### src/rtl/top_level_decoder_controller.sv
// Round sequencer for the decoder datapath: runs the inverse round steps
// (addRc, revaluate, permute, rotate, colParity) for ROUNDS rounds, counting down.
module top_level_decoder_controller #(
  parameter int ROUNDS = 24,
  parameter int RW     = 5
) (
  input  logic          clk,
  input  logic          rst,
  input  logic          start,
  input  logic          inv_addRc_ready,
  input  logic          inv_revaluate_ready,
  input  logic          inv_permute_ready,
  input  logic          inv_rotate_ready,
  input  logic          inv_colParity_ready,
  output logic          inv_addRc_go,
  output logic          inv_revaluate_go,
  output logic          inv_permute_go,
  output logic          inv_rotate_go,
  output logic          inv_colParity_go,
  output logic [4:0]    step_sel,
  output logic [RW-1:0] round_idx,
  output logic          load_state,
  output logic          busy,
  output logic          ready,
  output logic          done
);

  typedef enum logic [3:0] {
    IDLE,
    INIT,
    S_ADDRC,
    S_REVAL,
    S_PERM,
    S_ROT,
    S_COLP,
    NEXT,
    FIN
  } state_t;

  localparam logic [RW-1:0] LAST_IDX = RW'(ROUNDS - 1);
  localparam logic [RW-1:0] IDX_ONE  = RW'(1);

  state_t        state;
  state_t        state_nxt;
  logic          first;
  logic          first_nxt;
  logic [RW-1:0] idx_nxt;

  always_ff @(posedge clk or posedge rst) begin
    if (rst) begin
      state     <= IDLE;
      first     <= 1'b0;
      round_idx <= '0;
    end else begin
      state     <= state_nxt;
      first     <= first_nxt;
      round_idx <= idx_nxt;
    end
  end

  // A step unit's ready is only trusted once the go cycle (first=1) has passed.
  always_comb begin
    state_nxt = state;
    first_nxt = 1'b0;
    idx_nxt   = round_idx;
    case (state)
      IDLE: begin
        if (start) begin
          state_nxt = INIT;
          idx_nxt   = LAST_IDX;
        end
      end
      INIT: begin
        idx_nxt = LAST_IDX;
        if (!start) begin
          state_nxt = S_ADDRC;
          first_nxt = 1'b1;
        end
      end
      S_ADDRC: begin
        if (!first && inv_addRc_ready) begin
          state_nxt = S_REVAL;
          first_nxt = 1'b1;
        end
      end
      S_REVAL: begin
        if (!first && inv_revaluate_ready) begin
          state_nxt = S_PERM;
          first_nxt = 1'b1;
        end
      end
      S_PERM: begin
        if (!first && inv_permute_ready) begin
          state_nxt = S_ROT;
          first_nxt = 1'b1;
        end
      end
      S_ROT: begin
        if (!first && inv_rotate_ready) begin
          state_nxt = S_COLP;
          first_nxt = 1'b1;
        end
      end
      S_COLP: begin
        if (!first && inv_colParity_ready) begin
          state_nxt = NEXT;
        end
      end
      NEXT: begin
        if (round_idx != '0) begin
          idx_nxt   = round_idx - IDX_ONE;
          state_nxt = S_ADDRC;
          first_nxt = 1'b1;
        end else begin
          state_nxt = FIN;
        end
      end
      FIN: begin
        state_nxt = IDLE;
      end
      default: begin
        state_nxt = IDLE;
        idx_nxt   = round_idx;
      end
    endcase
  end

  always_comb begin
    step_sel   = 5'b00000;
    load_state = 1'b0;
    busy       = 1'b1;
    ready      = 1'b0;
    done       = 1'b0;
    case (state)
      IDLE: begin
        busy  = 1'b0;
        ready = 1'b1;
      end
      INIT:    load_state = 1'b1;
      S_ADDRC: step_sel   = 5'b10000;
      S_REVAL: step_sel   = 5'b01000;
      S_PERM:  step_sel   = 5'b00100;
      S_ROT:   step_sel   = 5'b00010;
      S_COLP:  step_sel   = 5'b00001;
      FIN:     done       = 1'b1;
      default: step_sel   = 5'b00000;
    endcase
  end

  // Go pulses only in the entry cycle of each step state.
  assign inv_addRc_go      = step_sel[4] & first;
  assign inv_revaluate_go  = step_sel[3] & first;
  assign inv_permute_go    = step_sel[2] & first;
  assign inv_rotate_go     = step_sel[1] & first;
  assign inv_colParity_go  = step_sel[0] & first;

endmodule

### config.mk
export PLATFORM = sky130hd
export DESIGN_NAME = top_level_decoder_controller
export DESIGN_NICKNAME = d
export VERILOG_FILES = /design/src/rtl/top_level_decoder_controller.sv
export SDC_FILE = /design/constraint.sdc
export NUM_CORES = 1
export LEC_CHECK = 0
export BUFFER_PORTS_ARGS = -buffer_cell sky130_fd_sc_hd__buf_4
export CORE_MARGIN = 8
export CORE_UTILIZATION = 53
export DETAILED_ROUTE_END_ITERATION = 10
export GPL_ROUTABILITY_DRIVEN = 0
export HOLD_SLACK_MARGIN = 0.02
export MAX_ROUTING_LAYER = met4
export PLACE_DENSITY_LB_ADDON = 0.05
export SLEW_MARGIN = 20
export SYNTH_ARGS = -nofsm -noshare
export SYNTH_HDL_FRONTEND = slang
export SYNTH_SLANG_ARGS = --single-unit
### constraint.sdc
create_clock -name clk -period 4 [get_ports clk]
set_input_delay 0.6 -clock clk [delete_from_list [all_inputs] [get_ports clk]]
set_output_delay 0.6 -clock clk [all_outputs]
set_load 0.02 [all_outputs]
==> impl_summary.log <==
INFO  metric status = completed
INFO  metric crit_family = flip-flops
INFO  metric detailedRoute.firstPassIterationCount = 4
INFO  metric initial_core_utilization = 56.1%
INFO  metric cts.repair_timing.setup_buffer_count = 0
INFO  metric period_needed = 2.50 ns
INFO  metric critPathMaxStageDelay = 0.87 ns
INFO  metric grt_pass1_vias = 801
INFO  metric mapped_nets = 114
INFO  metric cellLeakagePower = 0.478 nW
INFO  metric worst_path_class_setup = register to output port
INFO  metric grt_start_max_net_pins = 27
INFO  metric critPathArrivalTime = 1.90 ns
INFO  metric crit_path_start_kind = register
INFO  metric ff2ff_setup_slack = 2.17 ns
INFO  metric layout.cells.most_common = sky130_fd_sc_hd__buf_4
INFO  metric power_dissipated_by_switching_net_loads = 0.000412 W
INFO  metric setup_failing_eps_final = 0
INFO  metric sequentialPowerShare = 32.2%
INFO  metric i_o_pins = 27
INFO  metric critical_path.cell_chain = mux2i_1, a211o_1, nor2_1, buf_4
INFO  metric grtUsageTotal = 13.8%
INFO  metric maxSlewViolCount = 0
INFO  metric worst_setup_path_startpoint = state[1]
INFO  metric r2r_end = round_idx[3]
INFO  metric ctsLongestPathBuffers = 2
INFO  metric startpoint_of_the_most_critical_register_to_register_path = state[2]
INFO  metric timing.final.crit_share = 62.5%
INFO  metric layout-area-overhead-vs-synth = 23.7%
INFO  metric fin_setup_tns = 0 ns
INFO  metric share_clk_of_total_power = 7.7%
INFO  metric max_slew_margin = 45.8%
INFO  metric cts_tree = yes
INFO  metric drc = 0
INFO  metric detailedRoute.firstIterationViolations = 11
INFO  metric std_cell_rows = 14
INFO  metric path_depth = 4
INFO  metric cts.clk_slew.worst_paths = 0.06 ns
INFO  metric switching_share = 50.5%
INFO  metric grt_overflow = 0
INFO  metric avgSynthCellArea = 7.96 sq um
INFO  metric clock.fmax = 400 MHz
INFO  metric cts_made_buffers = 3
INFO  metric final_setup_slack_of_the_worst_path = 1.50 ns
INFO  metric wire_per_inst = 14.3 um
INFO  metric pwr-share-comb = 60.0%
INFO  metric io_buffers = 26
INFO  metric chipHeight = 55.7 um
INFO  metric cts.hold.buffers_added = 0
INFO  metric floorplan.core_area = 0.00149 sq mm
INFO  metric synth-seq-area-share = 29.9%
INFO  metric cellInternalPower = 0.000404 W
INFO  metric crit_fanout = 26
INFO  metric worst-path-buf-inv = 1
INFO  metric place_hpwl = 1510 um
INFO  metric timing.hold.worst.class = input port to async pin
INFO  metric yosysWarningCount = 0
INFO  metric ctsRootBufferMaster = sky130_fd_sc_hd__clkbuf_4
INFO  metric clock-skew-final = 0.00465 ns
INFO  metric netlist-cell-type-count = 36
INFO  metric endpoint = inv_revaluate_go
INFO  metric via_per_instance_ratio = 5.77
INFO  metric ys_seq_elements = 10
INFO  metric cp.required = 3.40 ns
INFO  metric cts-htree-levels = 1
INFO  metric mostFrequentLayoutCells = sky130_fd_sc_hd__buf_4, sky130_fd_sc_hd__nor2_1, sky130_fd_sc_hd__dfrtp_1
INFO  metric netlist_area = 836 sq um
INFO  metric vdd_ir_drop_max = 0.000396 V
INFO  metric postRouteAntennaNets = 0
INFO  metric worst-r2r-cell-count = 4
INFO  metric syn-instance-count = 105
INFO  metric die_area = 0.00310 sq mm
INFO  metric setup.worst_path.end_class = output port
INFO  metric antenna-diode-count = 0
INFO  metric worst-slew-pin-transition = 0.814 ns
INFO  metric drt-total-wl = 2030 um
INFO  metric clkLatencyLatePin = 0.26 ns
INFO  metric dp_worst_setup_slack = 1.79 ns
INFO  metric cpMaxStageDelayCell = sky130_fd_sc_hd__dfrtp_1
INFO  metric grt_first_pass_wirelength = 3570 um
INFO  metric layout-drive-gt1-share = 31.0%
INFO  metric unrepaired_setup_endpoints_after_global_routing = false
INFO  metric die_x = 55.7 um
INFO  metric cellPowerDensity = 790 mW/mm^2
INFO  metric cts_sinks = 10
INFO  metric hold_viol = 0
INFO  metric max_cap_viol_count = 0
INFO  metric dr_total_vias = 819
INFO  metric nNetsFinal = 137
INFO  metric grt_antenna_before_repair = 0
INFO  metric post_cts_resized = 0
## power groups by stage
| stage | registers [W] | logic, W | clock network [W] |
|---|---|---|---|
| 2_1_floorplan | 0.000197 | 0.000414 | 0 |
| 3_3_place_gp | 0.000257 | 0.000485 | 0 |
| 3_5_place_dp | 0.000263 | 0.000493 | 0 |
| 6_report | 0.000263 | 0.000490 | 0.0000632 |
| 4_1_cts | 0.000262 | 0.000496 | 0.0000660 |
| 5_1_grt | 0.000282 | 0.000542 | 0.0000730 |
## worst min-delay path by stage
stage | startpoint | to | slack [ns] | depth (start not counted)
global route | rst | round_idx[0] | 0.33 | 2
detailed placement | round_idx[4] | round_idx[4] | 0.53 | 2
floorplan | rst | first | 0.44 | 1
finish | rst | round_idx[1] | 0.31 | 2
CTS | rst | round_idx[1] | 0.32 | 2
global placement | round_idx[4] | round_idx[4] | 0.52 | 2
## flip-flops by register name, summed over array words and instances, names as in the netlist
signal,count
state,4
round_idx,5
first,1
## synth_stat cells (all sizes together)
cell type,n,share of area (%)
o21ai,4,2.4
nand3,2,1.2
mux2i,4,4.8
o311ai,1,1.0
a31o,1,1.0
ha,1,1.5
o22ai,1,0.75
mux2,1,1.8
o2111ai,1,1.0
inv,6,2.7
a2111oi,1,1.8
o21ba,1,1.2
nor4b,1,1.0
a211oi,1,0.90
nand2b,6,4.5
or4b,1,1.6
or3,4,3.1
o41ai,1,1.0
nand3b,2,1.8
o211ai,1,0.90
or2,2,1.5
nand2,6,2.7
nor2b,3,3.1
nand4,1,2.5
a2111o,1,1.3
dfrtp,10,30
nor2,19,8.8
a31oi,1,0.75
nor3,5,3.0
buf,8,4.8
a211o,1,1.0
a21oi,7,4.2
## logic make-up (layout without fill, tap and decap cells)
logic type | after synthesis | count (layout) | synth area share, %
AND/OR/NAND/NOR | 52 | 52 | 35.0
flip-flops | 10 | 10 | 29.9
buffers and inverters | 14 | 35 | 7.49
adder cells (fa/ha/maj) | 1 | 1 | 1.50
multiplexers | 5 | 5 | 6.59
AO/OA/AOI/OAI | 23 | 23 | 19.5
## routing by layer
layer / vias to the layer above / part of all wire [%] / global-route usage, % / wire, um
met1: 379 / 46 / 16.7 / 926
met4: 0 / 0.79 / 2.11 / 16
met3: 2 / 4.5 / 5.48 / 92
met2: 18 / 49 / 21.5 / 990
li1: 420 / - / - / -
met5: - / 0 / - / 0
## area by class of cell
| cell class | count | area, sq um |
|---|---|---|
| Multi-Input combinational cell | 81 | 523 |
| Fill cell | 132 | 455 |
| Sequential cell | 10 | 250 |
| Timing Repair Buffer | 26 | 195 |
| Clock buffer | 3 | 22.5 |
| Inverter | 6 | 22.5 |
| Tap cell | 16 | 20.0 |
## through the flow
stage	utilization, %	area [sq um]	cells	power (W)	hold WS, ns
floorplan	-	836	105	0.000610	0.440
detailed placement	67.9	1010	139	0.000756	0.525
CTS	69.4	1030	142	0.000824	0.318
finish	69.4	1030	142	0.000816	0.309
global route	69.4	1030	142	0.000897	0.326
global placement	67.9	1010	139	0.000742	0.522
No activity file was read; power rests on OpenSTA's default activity.
